File: src/rtl/inverter_scheduler.sv
// rtl/inverter_scheduler.sv - round-robin issue scheduler for a shared pipelined masked GF(16) inverter
//
// Ports:
//   ClkxCI, RstxBI                 clock, asynchronous active-low reset
//   ReqnValidxSI / _ReqnXxDI       requester n operand (SHARES nibbles, share i at [4i+3:4i])
//   ReqnReadyxSO                   requester n operand taken this cycle
//   RandValidxSI / RandReadyxSO    inverter mask randomness available / consumed
//   _InvXxDO / _InvQxDI            operand to the inverter / result from the inverter
//   RspValidxSO, RspIdxDO          result valid and owning requester
//   _RspQxDO                       shared result nibbles
//   InFlightxDO                    operations issued and not yet returned
module inverter_scheduler #(
  parameter int SHARES  = 2,
  parameter int LATENCY = 3
) (
  input  logic                  ClkxCI,
  input  logic                  RstxBI,
  input  logic                  Req0ValidxSI,
  input  logic                  Req1ValidxSI,
  input  logic [4*SHARES-1:0]   _Req0XxDI,
  input  logic [4*SHARES-1:0]   _Req1XxDI,
  output logic                  Req0ReadyxSO,
  output logic                  Req1ReadyxSO,
  input  logic                  RandValidxSI,
  output logic                  RandReadyxSO,
  output logic [4*SHARES-1:0]   _InvXxDO,
  input  logic [4*SHARES-1:0]   _InvQxDI,
  output logic                  RspValidxSO,
  output logic                  RspIdxDO,
  output logic [4*SHARES-1:0]   _RspQxDO,
  output logic [3:0]            InFlightxDO
);

  localparam int W = 4 * SHARES;

  logic               prio_q, prio_d;
  logic [LATENCY-1:0] tag_vld_q, tag_vld_d;
  logic [LATENCY-1:0] tag_id_q, tag_id_d;
  logic [3:0]         inflight_q, inflight_d;
  logic               issue;
  logic               winner;
  logic               retire;

  // Round-robin pick: the pointer only matters when both requesters contend.
  always_comb begin
    winner = 1'b0;
    if (Req0ValidxSI && Req1ValidxSI) begin
      winner = prio_q;
    end else if (Req1ValidxSI) begin
      winner = 1'b1;
    end
  end

  // Issue needs fresh mask randomness; reset gates it so every combinational
  // output is quiet while RstxBI is low, independent of the request inputs.
  assign issue  = RstxBI & RandValidxSI & (Req0ValidxSI | Req1ValidxSI);
  assign retire = tag_vld_q[LATENCY-1];
  assign prio_d = issue ? ~winner : prio_q;

  // The tag pipe mirrors the inverter pipe exactly; it never stalls.
  // Ids are stored qualified by issue so idle slots stay all-zero.
  generate
    if (LATENCY == 1) begin : g_tag_single
      assign tag_vld_d = issue;
      assign tag_id_d  = issue & winner;
    end else begin : g_tag_multi
      assign tag_vld_d = {tag_vld_q[LATENCY-2:0], issue};
      assign tag_id_d  = {tag_id_q[LATENCY-2:0], issue & winner};
    end
  endgenerate

  // Simultaneous issue and retire leave the count unchanged.
  always_comb begin
    inflight_d = inflight_q;
    if (issue && !retire) begin
      inflight_d = inflight_q + 4'd1;
    end else if (!issue && retire) begin
      inflight_d = inflight_q - 4'd1;
    end
  end

  always_ff @(posedge ClkxCI or negedge RstxBI) begin
    if (!RstxBI) begin
      prio_q     <= 1'b0;
      tag_vld_q  <= '0;
      tag_id_q   <= '0;
      inflight_q <= 4'd0;
    end else begin
      prio_q     <= prio_d;
      tag_vld_q  <= tag_vld_d;
      tag_id_q   <= tag_id_d;
      inflight_q <= inflight_d;
    end
  end

  assign Req0ReadyxSO = issue & ~winner;
  assign Req1ReadyxSO = issue & winner;
  assign RandReadyxSO = issue;

  // The inverter input is zeroed outside issue cycles so no stale shares
  // sit on it while the mask randomness is not being consumed.
  assign _InvXxDO = issue ? (winner ? _Req1XxDI : _Req0XxDI) : {W{1'b0}};

  assign RspValidxSO = retire;
  assign RspIdxDO    = retire & tag_id_q[LATENCY-1];
  assign _RspQxDO    = retire ? _InvQxDI : {W{1'b0}};
  assign InFlightxDO = inflight_q;

endmodule

File: config.mk
export PLATFORM = sky130hd
export DESIGN_NAME = inverter_scheduler
export DESIGN_NICKNAME = d
export VERILOG_FILES = /design/src/rtl/inverter_scheduler.sv
export SDC_FILE = /design/constraint.sdc
export NUM_CORES = 1
export LEC_CHECK = 0
export CORE_MARGIN = 2
export CORE_UTILIZATION = 34
export DETAILED_ROUTE_END_ITERATION = 12
export HOLD_SLACK_MARGIN = 0.02
export PLACE_DENSITY = 0.84
export SYNTH_ARGS = -nofsm -noshare
export SYNTH_HDL_FRONTEND = slang
export SYNTH_SLANG_ARGS = --single-unit
File: constraint.sdc
create_clock -name ClkxCI -period 3.45 [get_ports ClkxCI]
set_clock_uncertainty 0.1 [all_clocks]
set_input_delay 0.69 -clock ClkxCI [delete_from_list [all_inputs] [get_ports ClkxCI]]
set_output_delay 0.69 -clock ClkxCI [all_outputs]
set_load 0.01 [all_outputs]
==> summary.md, run 1 <==
| Metric | Value |
|---|---|
| Status | completed |
| Worst r2r src | tag_vld_q[2] |
| Setup slack, reg-to-reg | 1.25 ns |
| Die area | 2300 um2 |
| Synth warnings | 0 |
| Worst Hold Class | flip-flop to flip-flop |
| Most common cell after layout, fill and taps aside | clkdlybuf4s50_1 |
| Crit path cell chain | clkdlybuf4s50_1, nand3_1, a21oi_2, a22o_1, clkdlybuf4s50_1 |
| Count of unique library cells instantiated by Yosys | 23 |
| Crit path from | RstxBI |
| Max-Cap Viols | 0 |
| Syn avg cell area | 11.0 um2 |
| Final Hold Viols | 0 |
| Sw frac | 0.328 |
| Clock-pin slew on the worst setup and hold paths | 0.06 ns |
| Fin cells | 142 |
| Tot GR Track Use | 0.162 |
| Via count | 697 |
| CP required | 2.66 ns |
| Sequential standard cell area | 275 um2 |
| Pwr/cell area | 426 nW/um2 |
| Vias/cell | 4.91 |
| Final Slew Violations | 0 |
| Slew @ Worst Pin | 0.430 ns |
| Sequential area share after synthesis | 0.418 |
| Largest net degree at the start of global routing | 12 |
| Area Growth Syn to Fin | 89.7% |
| Initial antenna violation count | 0 |
| CP peak stage delay | 0.55 ns |
| Leakage | 0.000508 uW |
| Number of diodes | 0 |
| Detailed-route DRC error count | 0 |
| Die Span Y | 48.0 um |
| WL final | 1720 um |
| CP Max Fanout | 10 |
| Max Freq | 0.310 GHz |
| Cell Int Power | 357 uW |
| Routability congestion estimate | 0.732 |
| Syn Inst Count | 60 |
| Starting DRT DRC Count | 6 |
| Combinational Power Share | 0.486 |
| Clk sinks | 11 |
| Final setup vio count | 0 |
| Root Buffer | clkbuf_4 |
| Worst setup path class | input port to primary output |
| # resized after CTS | 0 |
| Crit path buffers/inverters | 2 |
| Dpl cells | 138 |
| Critical Path AT | 2.44 ns |
| Setup Fix Bufs, Post-CTS | 0 |
| Fin crit share | 0.936 |
| Top cell type by total area after synthesis | dfrtp_1 |
| Reg power frac | 0.361 |
| HPWL Detailed | 1520 um |
| Setup crit end kind | primary output |
| PnR Total Power | 532 uW |
| TritonCTS clock tree | built |
| Clock share of power | 0.153 |
| Final worst slack | 0.221 ns |
| Minimum clock period | 3.23 ns |
| First-pass GRT wire length | 2440 um |
| Fillers | 142 |
| Clock latency on the worst-skew pair | 0.26 ns |
| Global route overflow | 0 |
| Vias in the first global route | 627 |
| Cts hold-fix bufs | 0 |
| Fraction of layout cells with a size suffix above 1 | 0.0855 |
| Wire per inst | 12.1 um |
| Final nets | 151 |
| RSZ-0062 raised after global routing | false |
| Multi-input logic area | 367 um2 |
| Post-synthesis register bit count | 11 |
| CP top delay family | buffers and inverters |
| Most frequent cells in the layout | clkdlybuf4s50_1 (53), dfrtp_1 (11), and2_1 (9) |
| CP Depth | 5 |
| Drt first pass iters | 4 |
| Syn_nets | 93 |
| IO buf count | 53 |
| Synth top area share | 0.418 |
| Synth area leaders | dfrtp_1 (42%), a22o_1 (11%), and2_1 (8.6%), ha_1 (5.7%), o211ai_2 (3.8%) |
| Final design utilization | 0.708 |
| Net Sw Power | 174 uW |
| Initial Utilization | 0.373 |
| Worst slack, placed | 0.213 ns |
| Inserted Clock Buffers | 3 |
| H-tree levels | 1 |
| Die X-Extent | 48.0 um |
| IO Pins | 54 |
| Num rows | 15 |
| Maximum root-to-sink buffer count | 2 |
| Startpoint types | input port |
| Synth Cell Area | 658 um2 |
| Slew headroom | 0.713 |
| Path depth of the worst reg2reg path | 7 |
| Core footprint | 1760 um2 |
| R2r endpoint | InFlightxDO[3] |
| CP endpoint | _InvXxDO[1] |
| IR drop worst, VDD | 0.271 mV |
| Final ANT Viol Nets | 0 |
| Most numerous cell on the critical path | clkdlybuf4s50_1 |
| Setup TNS | 0 ns |
| Critical Path Slowest Stage Cell | clkdlybuf4s50_1 |
==> registers in the layout, indices dropped and copies added (netlist names) <==
name / count
prio_q: 1
InFlightxDO: 4
tag_id_q: 3
tag_vld_q: 3
==> metrics by stage <==
step,instance area (um2),hold WS [ns]
6_report,1250,0.250
5_1_grt,1250,0.258
4_1_cts,1250,0.253
3_5_place_dp,1220,0.239
3_3_place_gp,1220,0.234
2_1_floorplan,658,0.231
==> worst reg2reg max path, stage by stage, from the launching register on <==
cell and delay, ns:
dfrtp_1 0.46, inv_1 0.09, ha_1 0.24, inv_1 0.14, ha_1 0.37, or4_4 0.51
o211ai_2 0.09, o211ai_2 0.09
==> logic make-up after synthesis <==
logic type      synth area share
buf+inv                   0.0247
simple gates               0.173
xor+xnor                  0.0266
flops                      0.418
fa+ha+maj                 0.0875
compound gates             0.238
mux                       0.0323
==> per-layer routing <==
metal,wire [um],global-route usage,vias up
met5,0,0,-
met4,16,0.0811,0
met3,290,0.0830,2
met2,751,0.269,52
met1,664,0.168,305
li1,-,-,338
==> synth_stat cells <==
cell,number
a2111o_1,1
a21oi_1,2
a21oi_2,2
a22o_1,8
and2_1,9
clkbuf_2,1
dfrtp_1,11
fa_1,1
ha_1,3
inv_1,3
mux2_2,1
mux2i_1,1
nand2_1,2
nand3_1,4
nand3b_1,1
nor3_1,1
o211a_1,1
o211ai_2,2
o21ai_0,1
o21bai_1,1
or3_1,1
or4_4,1
xnor2_1,2
==> power groups by stage <==
stage	clock [uW]	combinational, uW	sequential, uW
after floorplan	0	126	201
after global placement	0	255	194
after detailed placement	0	260	197
after CTS	84.7	261	194
after global routing	95.1	285	200
final	81.2	258	192
==> worst min-delay path by stage <==
stage                     slack [ns]    startpoint            to  cells after the start
after floorplan                 0.23   tag_id_q[0]   tag_id_q[1]                      0
after global placement          0.23   tag_id_q[0]   tag_id_q[1]                      0
after detailed placement        0.24   tag_id_q[1]   tag_id_q[2]                      0
after CTS                       0.25  tag_vld_q[1]  tag_vld_q[2]                      0
after global routing            0.26   tag_id_q[0]   tag_id_q[1]                      0
final                           0.25   tag_id_q[0]   tag_id_q[1]                      0
==> area by class of cell <==
class | count | share of cell area
timing repair buffer | 54 | 0.431
multi-input combinational | 45 | 0.294
sequential | 11 | 0.220
tap | 25 | 0.0251
clock buffer | 4 | 0.0210
inverter | 3 | 0.00902
No activity file was read; power rests on OpenSTA's default activity.
==> run 2, diff against run 1 <==
--- a/config.mk
+++ b/config.mk
@@ -5,6 +5,7 @@
 export SDC_FILE = /design/constraint.sdc
 export NUM_CORES = 1
 export LEC_CHECK = 0
+export CORE_ASPECT_RATIO = 1.25
 export CORE_MARGIN = 2
 export CORE_UTILIZATION = 34
 export DETAILED_ROUTE_END_ITERATION = 12
==> run 2 against run 1 <==
  * First-iteration DRC count is 33% lower
  * Via count up 4.2%
  * Register-to-register slack better by 0.03 ns
  * Sequential share of layout area about the same
  * Fmax decreased by 1.2%
  * Non-clock buffer count rose by 1
  * Total power rose by 1.7%
  * Core utilization decreased by 0.82 points
  * Flip-flop and latch count stayed put
  * Combinational power barely moved
  * Sequential power is essentially flat
  * Wire length is 10% higher
  * Largest cell class unchanged
==> summary.md, run 2 (same netlist as run 1, synthesis figures left out) <==
| Metric | Value |
|---|---|
| Area Growth Syn to Fin | 89.9% |
| HPWL Detailed | 1630 um (+7.2%) |
| # resized after CTS | 0 (unchanged) |
| Most frequent cells in the layout | clkdlybuf4s50_1 (53), dfrtp_1 (11), and2_1 (9) |
| Tot GR Track Use | 0.188 (+0.0258) |
| Via count | 726 (+4.2%) |
| Starting DRT DRC Count | 4 (-2) |
| Inserted Clock Buffers | 3 (unchanged) |
| Final nets | 152 (+0.66%) |
| Leakage | 0.000515 uW (+1.5%) |
| Routability congestion estimate | 0.767 (+4.8%) |
| IO buf count | 53 (unchanged) |
| Max-Cap Viols | 0 (unchanged) |
| RSZ-0062 raised after global routing | false |
| Vias in the first global route | 714 (+14%) |
| Root Buffer | clkbuf_4 |
| Clk sinks | 11 (unchanged) |
| Initial Utilization | 0.368 (-0.00470) |
| Drt first pass iters | 4 (unchanged) |
| Setup TNS | 0 ns (unchanged) |
| Setup Fix Bufs, Post-CTS | 0 (unchanged) |
| IR drop worst, VDD | 0.402 mV (+48%) |
| Clock-pin slew on the worst setup and hold paths | 0.07 ns (about the same) |
| Critical Path AT | 2.48 ns (+0.04 ns) |
| Slew @ Worst Pin | 0.423 ns (-0.00661 ns) |
| Pwr/cell area | 433 nW/um2 (+1.6%) |
| Num rows | 17 (+2) |
| IO Pins | 54 (unchanged) |
| CP Max Fanout | 10 (unchanged) |
| Minimum clock period | 3.27 ns (+0.0398 ns) |
| TritonCTS clock tree | built |
| Startpoint types | input port |
| Max Freq | 0.306 GHz (-1.2%) |
| Setup crit end kind | primary output |
| Final ANT Viol Nets | 0 (unchanged) |
| Final setup vio count | 0 (unchanged) |
| Status | completed |
| Wire per inst | 13.8 um (+14%) |
| Clock latency on the worst-skew pair | 0.27 ns (about the same) |
| Core footprint | 1790 um2 (+1.3%) |
| Initial antenna violation count | 0 (unchanged) |
| WL final | 1900 um (+10%) |
| Global route overflow | 0 (unchanged) |
| Worst setup path class | input port to primary output |
| H-tree levels | 1 (unchanged) |
| Final Slew Violations | 0 (unchanged) |
| Final Hold Viols | 0 (unchanged) |
| Worst Hold Class | flip-flop to flip-flop |
| Fraction of layout cells with a size suffix above 1 | 0.102 (+0.0162) |
| Die Span Y | 53.2 um (+11%) |
| Dpl cells | 133 (-3.6%) |
| Vias/cell | 5.30 (+8.0%) |
| Cts hold-fix bufs | 0 (unchanged) |
| Largest net degree at the start of global routing | 12 (unchanged) |
| Number of diodes | 0 (unchanged) |
| Die area | 2310 um2 (about the same) |
| Die X-Extent | 43.4 um (-9.7%) |
| Slew headroom | 0.718 (+0.00441) |
| Most common cell after layout, fill and taps aside | clkdlybuf4s50_1 |
| First-pass GRT wire length | 3060 um (+25%) |
| Max reg flops | 4 (unchanged) |
| Fin cells | 137 (-3.5%) |
| Fin crit share | 0.948 (+0.0115) |
| Maximum root-to-sink buffer count | 2 (unchanged) |
| Detailed-route DRC error count | 0 (unchanged) |
| CP required | 2.66 ns (about the same) |
## run 2: cell count changes in the layout (fill, tap and decap cells not counted), sizes merged
cell / previous run / this run
clkbuf: 4 / 3
clkinv: 0 / 1
buf: 1 / 2
## run 2: routing by layer
| layer | global-route usage | part of all wire |
|---|---|---|
| met5 | 0 | 0 |
| met4 | 0.106 | 0.023 |
| met3 | 0.0580 | 0.14 |
| met2 | 0.353 | 0.48 |
| met1 | 0.177 | 0.36 |
## run 2: cell type report
type | count | area [um2]
Tap cell | 19 | 23.8
Clock inverter | 1 | 5.00
Clock buffer | 3 | 22.5
Multi-Input combinational cell | 45 | 367
Fill cell | 154 | 537
Timing Repair Buffer | 55 | 546
Sequential cell | 11 | 275
Inverter | 3 | 11.3
## run 2: through the flow
stage               instance area (um2)  hold WS (ns)  setup slack (ns)   util  power (uW)
finish                             1250         0.251             0.181  0.700         541
floorplan                           658         0.231             0.938      -         327
global placement                   1220         0.234             0.212  0.684         448
detailed placement                 1220         0.238             0.206  0.684         455
global route                       1250         0.272            0.0917  0.700         575
CTS                                1250         0.254             0.187  0.700         545
## run 2: power breakdown
part / internal (uW) / total, uW / switching [uW] / leakage (uW)
Sequential: 158 / 192 / 33.8 / 0.000140
Clock: 43.0 / 88.9 / 45.9 / 0.0000177
Combinational: 155 / 260 / 105 / 0.000357
Total: 356 / 541 / 184 / 0.000515
## run 2: final timing paths
check,startpoint,cells past startpoint,slack [ns],end
setup / recovery,RstxBI,5,0.18,_InvXxDO[2]
hold / removal,tag_id_q[1],0,0.25,tag_id_q[2]
setup reg to reg,tag_vld_q[2],7,1.28,InFlightxDO[3]
hold reg to reg,tag_id_q[1],0,0.25,tag_id_q[2]
max in group asynchronous,RstxBI,2,2.41,tag_vld_q[0]
min in group asynchronous,RstxBI,2,0.71,InFlightxDO[0]
## run 2: worst max-delay path, stage by stage
cell and delay [ns]:
clkdlybuf4s50_1 0.55, nand3_1 0.11, a21oi_2 0.35, a22o_1 0.23, clkdlybuf4s50_1 0.54
